===== src/rtl/btn_debounce_multi.sv =====
// Multi-channel push-button conditioner: 2-flop synchroniser, stability-count debounce,
// and a per-channel press/long-press FSM producing one-cycle event pulses.
module btn_debounce_multi #(
    parameter int N_CH       = 4,
    parameter int STABLE_CNT = 1000,
    parameter int LONG_CYC   = 50000
) (
    input  logic            clk,
    input  logic            rst_n,
    input  logic [N_CH-1:0] btn_in,
    output logic [N_CH-1:0] btn_level,
    output logic [N_CH-1:0] btn_press,
    output logic [N_CH-1:0] btn_release,
    output logic [N_CH-1:0] btn_long,
    output logic            any_active
);

    localparam int CNT_W  = ($clog2(STABLE_CNT + 1) < 1) ? 1 : $clog2(STABLE_CNT + 1);
    localparam int LONG_W = ($clog2(LONG_CYC + 1) < 1) ? 1 : $clog2(LONG_CYC + 1);

    localparam logic [CNT_W-1:0]  STABLE_LAST = CNT_W'(STABLE_CNT - 1);
    localparam logic [LONG_W-1:0] LONG_LAST   = (LONG_CYC == 0) ? '0 : LONG_W'(LONG_CYC - 1);
    localparam logic [LONG_W-1:0] LONG_SAT    = LONG_W'(LONG_CYC);

    typedef enum logic [1:0] {
        ST_RELEASED = 2'd0,
        ST_PRESSED  = 2'd1,
        ST_HELD     = 2'd2
    } state_e;

    logic [N_CH-1:0]   s1_q, s2_q;
    logic [CNT_W-1:0]  cnt_q [N_CH];
    logic [CNT_W-1:0]  cnt_d [N_CH];
    logic [N_CH-1:0]   level_q, level_d;
    logic [LONG_W-1:0] hold_q [N_CH];
    state_e            state_q [N_CH];
    logic [N_CH-1:0]   press_q, release_q, long_q;
    logic              any_q;

    // Stability qualification: a changed level is accepted only after STABLE_CNT
    // consecutive disagreeing samples; any agreeing sample restarts the count.
    always_comb begin
        for (int i = 0; i < N_CH; i++) begin
            // NOTE: defaults first so every path assigns every output -> no latches.
            level_d[i] = level_q[i];
            cnt_d[i]   = '0;
            if (s2_q[i] != level_q[i]) begin
                if (cnt_q[i] == STABLE_LAST) begin
                    level_d[i] = s2_q[i];
                end else begin
                    cnt_d[i] = cnt_q[i] + CNT_W'(1);
                end
            end
        end
    end

    // NOTE: every register here uses <= so all state updates see pre-edge values.
    always_ff @(posedge clk or negedge rst_n) begin
        if (!rst_n) begin
            // NOTE: the per-channel arrays are a handful of flops, not RAM, so they are reset.
            s1_q      <= '0;
            s2_q      <= '0;
            level_q   <= '0;
            press_q   <= '0;
            release_q <= '0;
            long_q    <= '0;
            any_q     <= 1'b0;
            for (int i = 0; i < N_CH; i++) begin
                cnt_q[i]   <= '0;
                hold_q[i]  <= '0;
                state_q[i] <= ST_RELEASED;
            end
        end else begin
            s1_q      <= btn_in;
            s2_q      <= s1_q;
            level_q   <= level_d;
            any_q     <= |level_d;
            press_q   <= '0;
            release_q <= '0;
            long_q    <= '0;
            for (int i = 0; i < N_CH; i++) begin
                cnt_q[i] <= cnt_d[i];
                case (state_q[i])
                    ST_RELEASED: begin
                        if (level_d[i]) begin
                            state_q[i] <= ST_PRESSED;
                            press_q[i] <= 1'b1;
                            hold_q[i]  <= '0;
                        end
                    end
                    ST_PRESSED: begin
                        if (!level_d[i]) begin
                            state_q[i]   <= ST_RELEASED;
                            release_q[i] <= 1'b1;
                        end else if (LONG_CYC != 0) begin
                            // Fires on the LONG_CYC-th edge after the press edge.
                            if (hold_q[i] == LONG_LAST) begin
                                state_q[i] <= ST_HELD;
                                long_q[i]  <= 1'b1;
                                hold_q[i]  <= LONG_SAT;
                            end else begin
                                hold_q[i] <= hold_q[i] + LONG_W'(1);
                            end
                        end
                    end
                    ST_HELD: begin
                        if (!level_d[i]) begin
                            state_q[i]   <= ST_RELEASED;
                            release_q[i] <= 1'b1;
                        end
                    end
                    default: state_q[i] <= ST_RELEASED;
                endcase
            end
        end
    end

    assign btn_level   = level_q;
    assign btn_press   = press_q;
    assign btn_release = release_q;
    assign btn_long    = long_q;
    assign any_active  = any_q;

endmodule


===== config.mk =====
export PLATFORM = sky130hd
export DESIGN_NAME = btn_debounce_multi
export DESIGN_NICKNAME = d
export VERILOG_FILES = /design/src/rtl/btn_debounce_multi.sv
export SDC_FILE = /design/constraint.sdc
export NUM_CORES = 1
export LEC_CHECK = 0
export CAP_MARGIN = 20
export CORE_ASPECT_RATIO = 1.1
export CORE_MARGIN = 4
export CORE_UTILIZATION = 56
export DETAILED_ROUTE_END_ITERATION = 8
export PLACE_DENSITY = 0.76
export SLEW_MARGIN = 20
export SYNTH_ARGS = -nofsm -noshare
export SYNTH_HDL_FRONTEND = slang
export SYNTH_SLANG_ARGS = --single-unit

===== constraint.sdc =====
create_clock -name clk -period 2.2 [get_ports clk]
set_input_delay 0.22 -clock clk [delete_from_list [all_inputs] [get_ports clk]]
set_output_delay 0.22 -clock clk [all_outputs]
set_load 0.01 [all_outputs]

# After elaboration in Yosys (flattened, before gate mapping)
# Index checks and enable logic that the tools add are counted.
dict set report op_classes {
  addsub 8
  eq_ne 36
  muxes 80
  n_reduce_logical 21
}
# operator count
set op_table {}
lappend op_table {{$mux W16} 12}
lappend op_table {{$pmux W16 S2} 4}
lappend op_table {{$mux W10} 8}
lappend op_table {{$add A16 B1 Y16 const B} 4}
lappend op_table {{$eq A16 B16 Y1 const B} 4}
lappend op_table {{$add A10 B1 Y10 const B} 4}
lappend op_table {{$eq A10 B10 Y1 const B} 4}
lappend op_table {{$mux W1} 36}
lappend op_table {{$mux W2} 16}
lappend op_table {{$ne A2 B2 Y1 const B} 12}
lappend op_table {{$pmux W2 S3} 4}
lappend op_table {{$reduce_and A3 Y1} 8}
lappend op_table {{$ne A3 B3 Y1 const B} 4}
lappend op_table {{$eq A2 B1 Y1 const B} 4}
lappend op_table {{$eq A2 B2 Y1 const B} 4}
lappend op_table {{$logic_not A2 Y1} 4}
lappend op_table {{$reduce_bool A2 Y1} 4}
lappend op_table {{$reduce_or A2 Y1} 4}
lappend op_table {{$ne A1 B1 Y1} 4}
lappend op_table {{$reduce_or A4 Y1} 1}
dict set report word_totals {
  register_bits 137
  inputBits 6
  out_inout_bits 17
  word_cells 164
}

# Longest topological paths before layout
dict set report depth {
  depth_word 5
  depth_mapped 9
  depth_no_buf 7
}

# Worst setup path after synthesis
# OpenSTA, ideal clock, no wires.
dict set report synth_timing {
  kind {reg2reg}
  startpoint {reg hold_q[36] (netlist name)}
  endpoint {reg state_q[4] (netlist name)}
  setup_time_ps 121
  t_arrival_ps 2028
  required_ps 2079
  slack_ps 52
  stages_incl_launch_ff 7
  path_buffers 1
  synth_period_minus_slack_ps 2148
  cell_sequence {dfrtp_1 > or4_1 > or4_1 > buf_6 > a21oi_4 > o21bai_1 > a22o_1}
}
dict set report synth_via {
  elab_chain_cells 3
}
# item line
set synth_lines {}
lappend synth_lines {{start, declared} 35} ;# logic [LONG_W-1:0] hold_q [N_CH];
lappend synth_lines {{start signal, assigned by index} 102} ;# hold_q[i] <= hold_q[i] + LONG_W'(1);
lappend synth_lines {{$eq A16 B16 Y1} 97} ;# if (hold_q[i] == LONG_LAST) begin
lappend synth_lines {{$ne A3 B3 Y1 (no source line)} --}
lappend synth_lines {{$reduce_and A3 Y1 (no source line)} --}
lappend synth_lines {{end signal, assigned by index} 93} ;# state_q[i] <= ST_RELEASED;
lappend synth_lines {{end signal, assigned by index} 98} ;# state_q[i] <= ST_HELD;
lappend synth_lines {{end signal, assigned by index} 108} ;# state_q[i] <= ST_RELEASED;
lappend synth_lines {{end, declared} 36} ;# state_e state_q [N_CH];
# Every way passes these cells.
# A chain may end at the register's enable or synchronous reset.

# Worst setup path in the final report
dict set report layout_timing {
  startpoint {reg hold_q[13] (netlist name)}
  endpoint {reg hold_q[11] (netlist name)}
}
dict set report layout_via {
  elab_chain_cells 4
}
# item line
set layout_lines {}
lappend layout_lines {{$eq A16 B16 Y1} 97}
lappend layout_lines {{$mux W16} 97}
lappend layout_lines {{$mux W16} 92} ;# if (!level_d[i]) begin
lappend layout_lines {{$pmux W16 S2} 83} ;# case (state_q[i])
# Every way passes these cells. The select of a mux whose other input is x is not followed.

==> parameters.txt <==
Parameter                              Value

Global routing
  Pin count of the biggest net entering global routing    48
  GR Util met1    0.284
  Global-route wire length before repair    26.8 mm
  Peak-usage layer in the global routing report    met2
  Met3 capacity usage during global routing    0.0437
  Residual overflow from global routing    0
  Via count of the first global-routing pass    approximately 5800
  Antenna violations before repair    0
  Met2 Track Usage GR    0.374
  Total global-route track usage    0.225

Timing
  RSZ-0062 raised after global routing    yes
  Worst hold margin    0.233 ns
  Final critical-path share of the clock period    0.984
  Worst slew margin    0.636
  Worst Skew    0.00653 ns
  Accumulated negative setup slack    0 ns
  Peak Freq    462 MHz
  Minimum clock period after layout    2.16 ns
  Slew of the pin with the lowest slew margin    0.541 ns
  Minimum setup slack in the final design    0.0360 ns
  Final count of pins violating max slew    0
  Final Hold Viols    0
  Final setup viols    0

Setup path
  RR Startpoint    hold_q[13]$_DFFE_PN0P_
  Cells along the critical path    or4_4 > o41ai_4 > a21oi_4 > and3_1 > a221o_1
  Worst Reg2Reg Path Length in Cells    5
  Maximum fanout count along the critical path    8
  Crit path max-delay cell type    or4_4
  Type of element capturing the critical path    flop
  Max stage delay on crit path    approximately 0.57 ns
  Type of the setup path with the least slack    flop to flop
  Worst path required time    2.50 ns
  Launching element type of the critical path    flop
  Capturing point of the worst reg2reg path    hold_q[11]$_DFFE_PN0P_
  CP delay by family, top    compound AO/OA/AOI/OAI gates
  Worst Path Arrival    about 2.5 ns
  Crit path buf inv count    0
  R2R setup slack    ~0.036 ns

Synthesis
  Count of yosys warnings during synthesis    0
  Post-synthesis adder-cell area fraction    0.0354
  Multiplexer share of the synthesized area    0.00142
  Top-count cell post-synth    dfrtp_1
  Post-synthesis simple-gate area fraction    0.237
  Post-synthesis register bit count    137
  Sequential cell area fraction in the yosys report    0.485
  Proportion of synthesized flip-flops having asynchronous set or reset    1.00
  Post-synth top area cell    dfrtp_1
  Parity-gate share of the synthesized area counting xor and xnor cells    0.0483
  Portion of synthesized cell area occupied by the leading cell type    0.485
  Number of instances in the synthesized netlist    just over 700
  Post-synth EDFFs    0
  Synthesized-area fraction occupied by ao, oa, aoi and oai cells    0.165
  Main synth FF type    dfrtp_1
  Commonest cells in the netlist    dfrtp_1, nor2_1, o21ai_0
  Distinct cell type count after synthesis    73
  Combined area of all synthesized cells    0.00707 mm2
  Post-Syn Nets    750
  Average cell area after synthesis    9.77 um2
  Combinational family with the most area after synthesis    simple AND/OR/NAND/NOR gates
  Largest cells by area after synthesis    dfrtp_1, nor2_1, o21ai_0, ha_1, nand3_1

Pwr
  Power consumption    5.72 mW
  Peak ir drop on the vdd network    0.532 mV
  Leakage Power    3.74 nW
  PwrDens    666 mW/mm2

Drt
  Remaining DRCs    0
  Total vias in the final route    5833
  DRT Wirelength    15.4 mm
  Routed wire per std cell    15.8 um
  DR pass1 iterations    5
  Starting DRC count in detailed routing    between 400 and 500
  Final ANT Viol Nets    0
  Mean number of vias per cell    5.98

Layout
  Share of the core filled with cells    0.704
  Fraction of layout cells with a size suffix above 1    0.155
  Signed area change from the synthesized netlist to the final layout    21.4%
  Antenna cells    0
  Filler instances    860
  Non-filler cells, final    976
  Area occupied by multi-input gates    0.00352 mm2
  Final net count    836
  Seq. cell area    ~0.0034 mm2
  Fin area    0.00859 mm2

CTS
  Clock slew seen by the registers of the worst setup and hold paths    0.06 ns
  Worst skew pair latency    0.42 ns
  Sink count of the clock tree    roughly 140
  H-Tree Depth    4
  Clock Root Buffer    clkbuf_16
  TritonCTS clock tree    yes
  Total clock buffers created by CTS    17
  Number of buffers on the longest clock path    2

Floorplanning
  Core Box Area    0.0122 mm2
  Overall die area    0.0145 mm2
  Die Span X    115 um
  Boundary Pins    23
  Placement Rows    42
  Initial Utilization    0.580
  Die extent in y    between 100 and 150 um

Min path
  Class of the tightest hold or removal check    primary input to flop
  Hold_sp    btn_in[2]
  WHS Endpoint    s1_q[2]$_DFF_PN0_
  Cell count of the worst hold path    1

Placement
  Number of placed instances, taps included    around 940
  Worst slack, placed    0.0158 ns
  Detail Placement HPWL    roughly 11 mm
  Port Buf Inserts    22
  Final weighted congestion in routability-driven placement    0.896
  Cell area after placement    0.00784 mm2

Status
  Result of the run    completed

Run
  Max-cap violations    0
## layout by cell type (no fill, tap or decap), types with 7 or more instances in the layout
cell type | netlist | final
o21ai_0 | 53 | 50
nand4_1 | 26 | 26
clkdlybuf4s50_1 | 0 | 21
o21ai_1 | 7 | 9
ha_1 | 20 | 19
a31oi_1 | 9 | 9
and2_1 | 7 | 7
nand2_1 | 48 | 48
a21oi_1 | 21 | 20
and4_1 | 14 | 14
inv_1 | 34 | 34
o31ai_1 | 19 | 19
nor2_1 | 77 | 76
nand3_1 | 46 | 46
dfrtp_1 | 137 | 137
a22o_1 | 13 | 13
nor3_1 | 14 | 14
and3_1 | 27 | 25
xor2_1 | 16 | 16
clkbuf_16 | 0 | 17
buf_4 | 0 | 52
xnor2_1 | 23 | 23
## state kept, by name, indices dropped and copies added, names as in the netlist
signal,count
btn_release,4
btn_level,4
state_q,8
cnt_q,40
any_active,1
btn_long,4
btn_press,4
s2_q,4
s1_q,4
hold_q,64
## power breakdown
part,internal (mW),switching (mW)
registers,2.55,0.0234
logic,0.0430,0.0800
clock network,1.93,1.10
total,4.52,1.20
## worst max-delay path by stage
stage | start | end | slack, ns | cells after the start
3_3_place_gp | hold_q[36]$_DFFE_PN0P_ | hold_q[43]$_DFFE_PN0P_ | 0.07 | 6
5_1_grt | hold_q[13]$_DFFE_PN0P_ | hold_q[12]$_DFFE_PN0P_ | -0.007 | 5
6_report | hold_q[13]$_DFFE_PN0P_ | hold_q[11]$_DFFE_PN0P_ | 0.04 | 5
3_5_place_dp | hold_q[36]$_DFFE_PN0P_ | hold_q[37]$_DFFE_PN0P_ | 0.02 | 6
2_1_floorplan | hold_q[36]$_DFFE_PN0P_ | state_q[4]$_DFFE_PN0P_ | 0.05 | 6
4_1_cts | hold_q[36]$_DFFE_PN0P_ | hold_q[37]$_DFFE_PN0P_ | 0.0006 | 6
## kinds of logic after synthesis
kind of cell,Yosys count
and+or+nand+nor,311
DFF,137
adders and majority gates,20
AOI/OAI and AO/OA,169
xor gates and xnor gates,39
muxes,1
buffers and inverters,47
## per-layer routing
layer	wire, um	up-vias
met3	540	43
met5	0	-
li1	-	2832
met2	7710	141
met4	413	0
met1	6780	2817
## cell type report
| type | instances | share of cell area |
|---|---|---|
| inverters | 35 | 0.0153 |
| clock buffers | 18 | 0.0512 |
| repair buffers | 79 | 0.0791 |
| clock inverters | 13 | 0.0224 |
| multi-input cells | 540 | 0.410 |
| well taps | 154 | 0.0224 |
| flip-flops and latches | 137 | 0.399 |
## repair_timing
action                     4_1_cts  5_1_grt
setup endpoints to repair        0       35
hold buffers                     1        0
buffers inserted                 0        2
hold endpoints to repair        41        0
gates resized for setup          0       24
No activity file was read; power rests on OpenSTA's default activity.
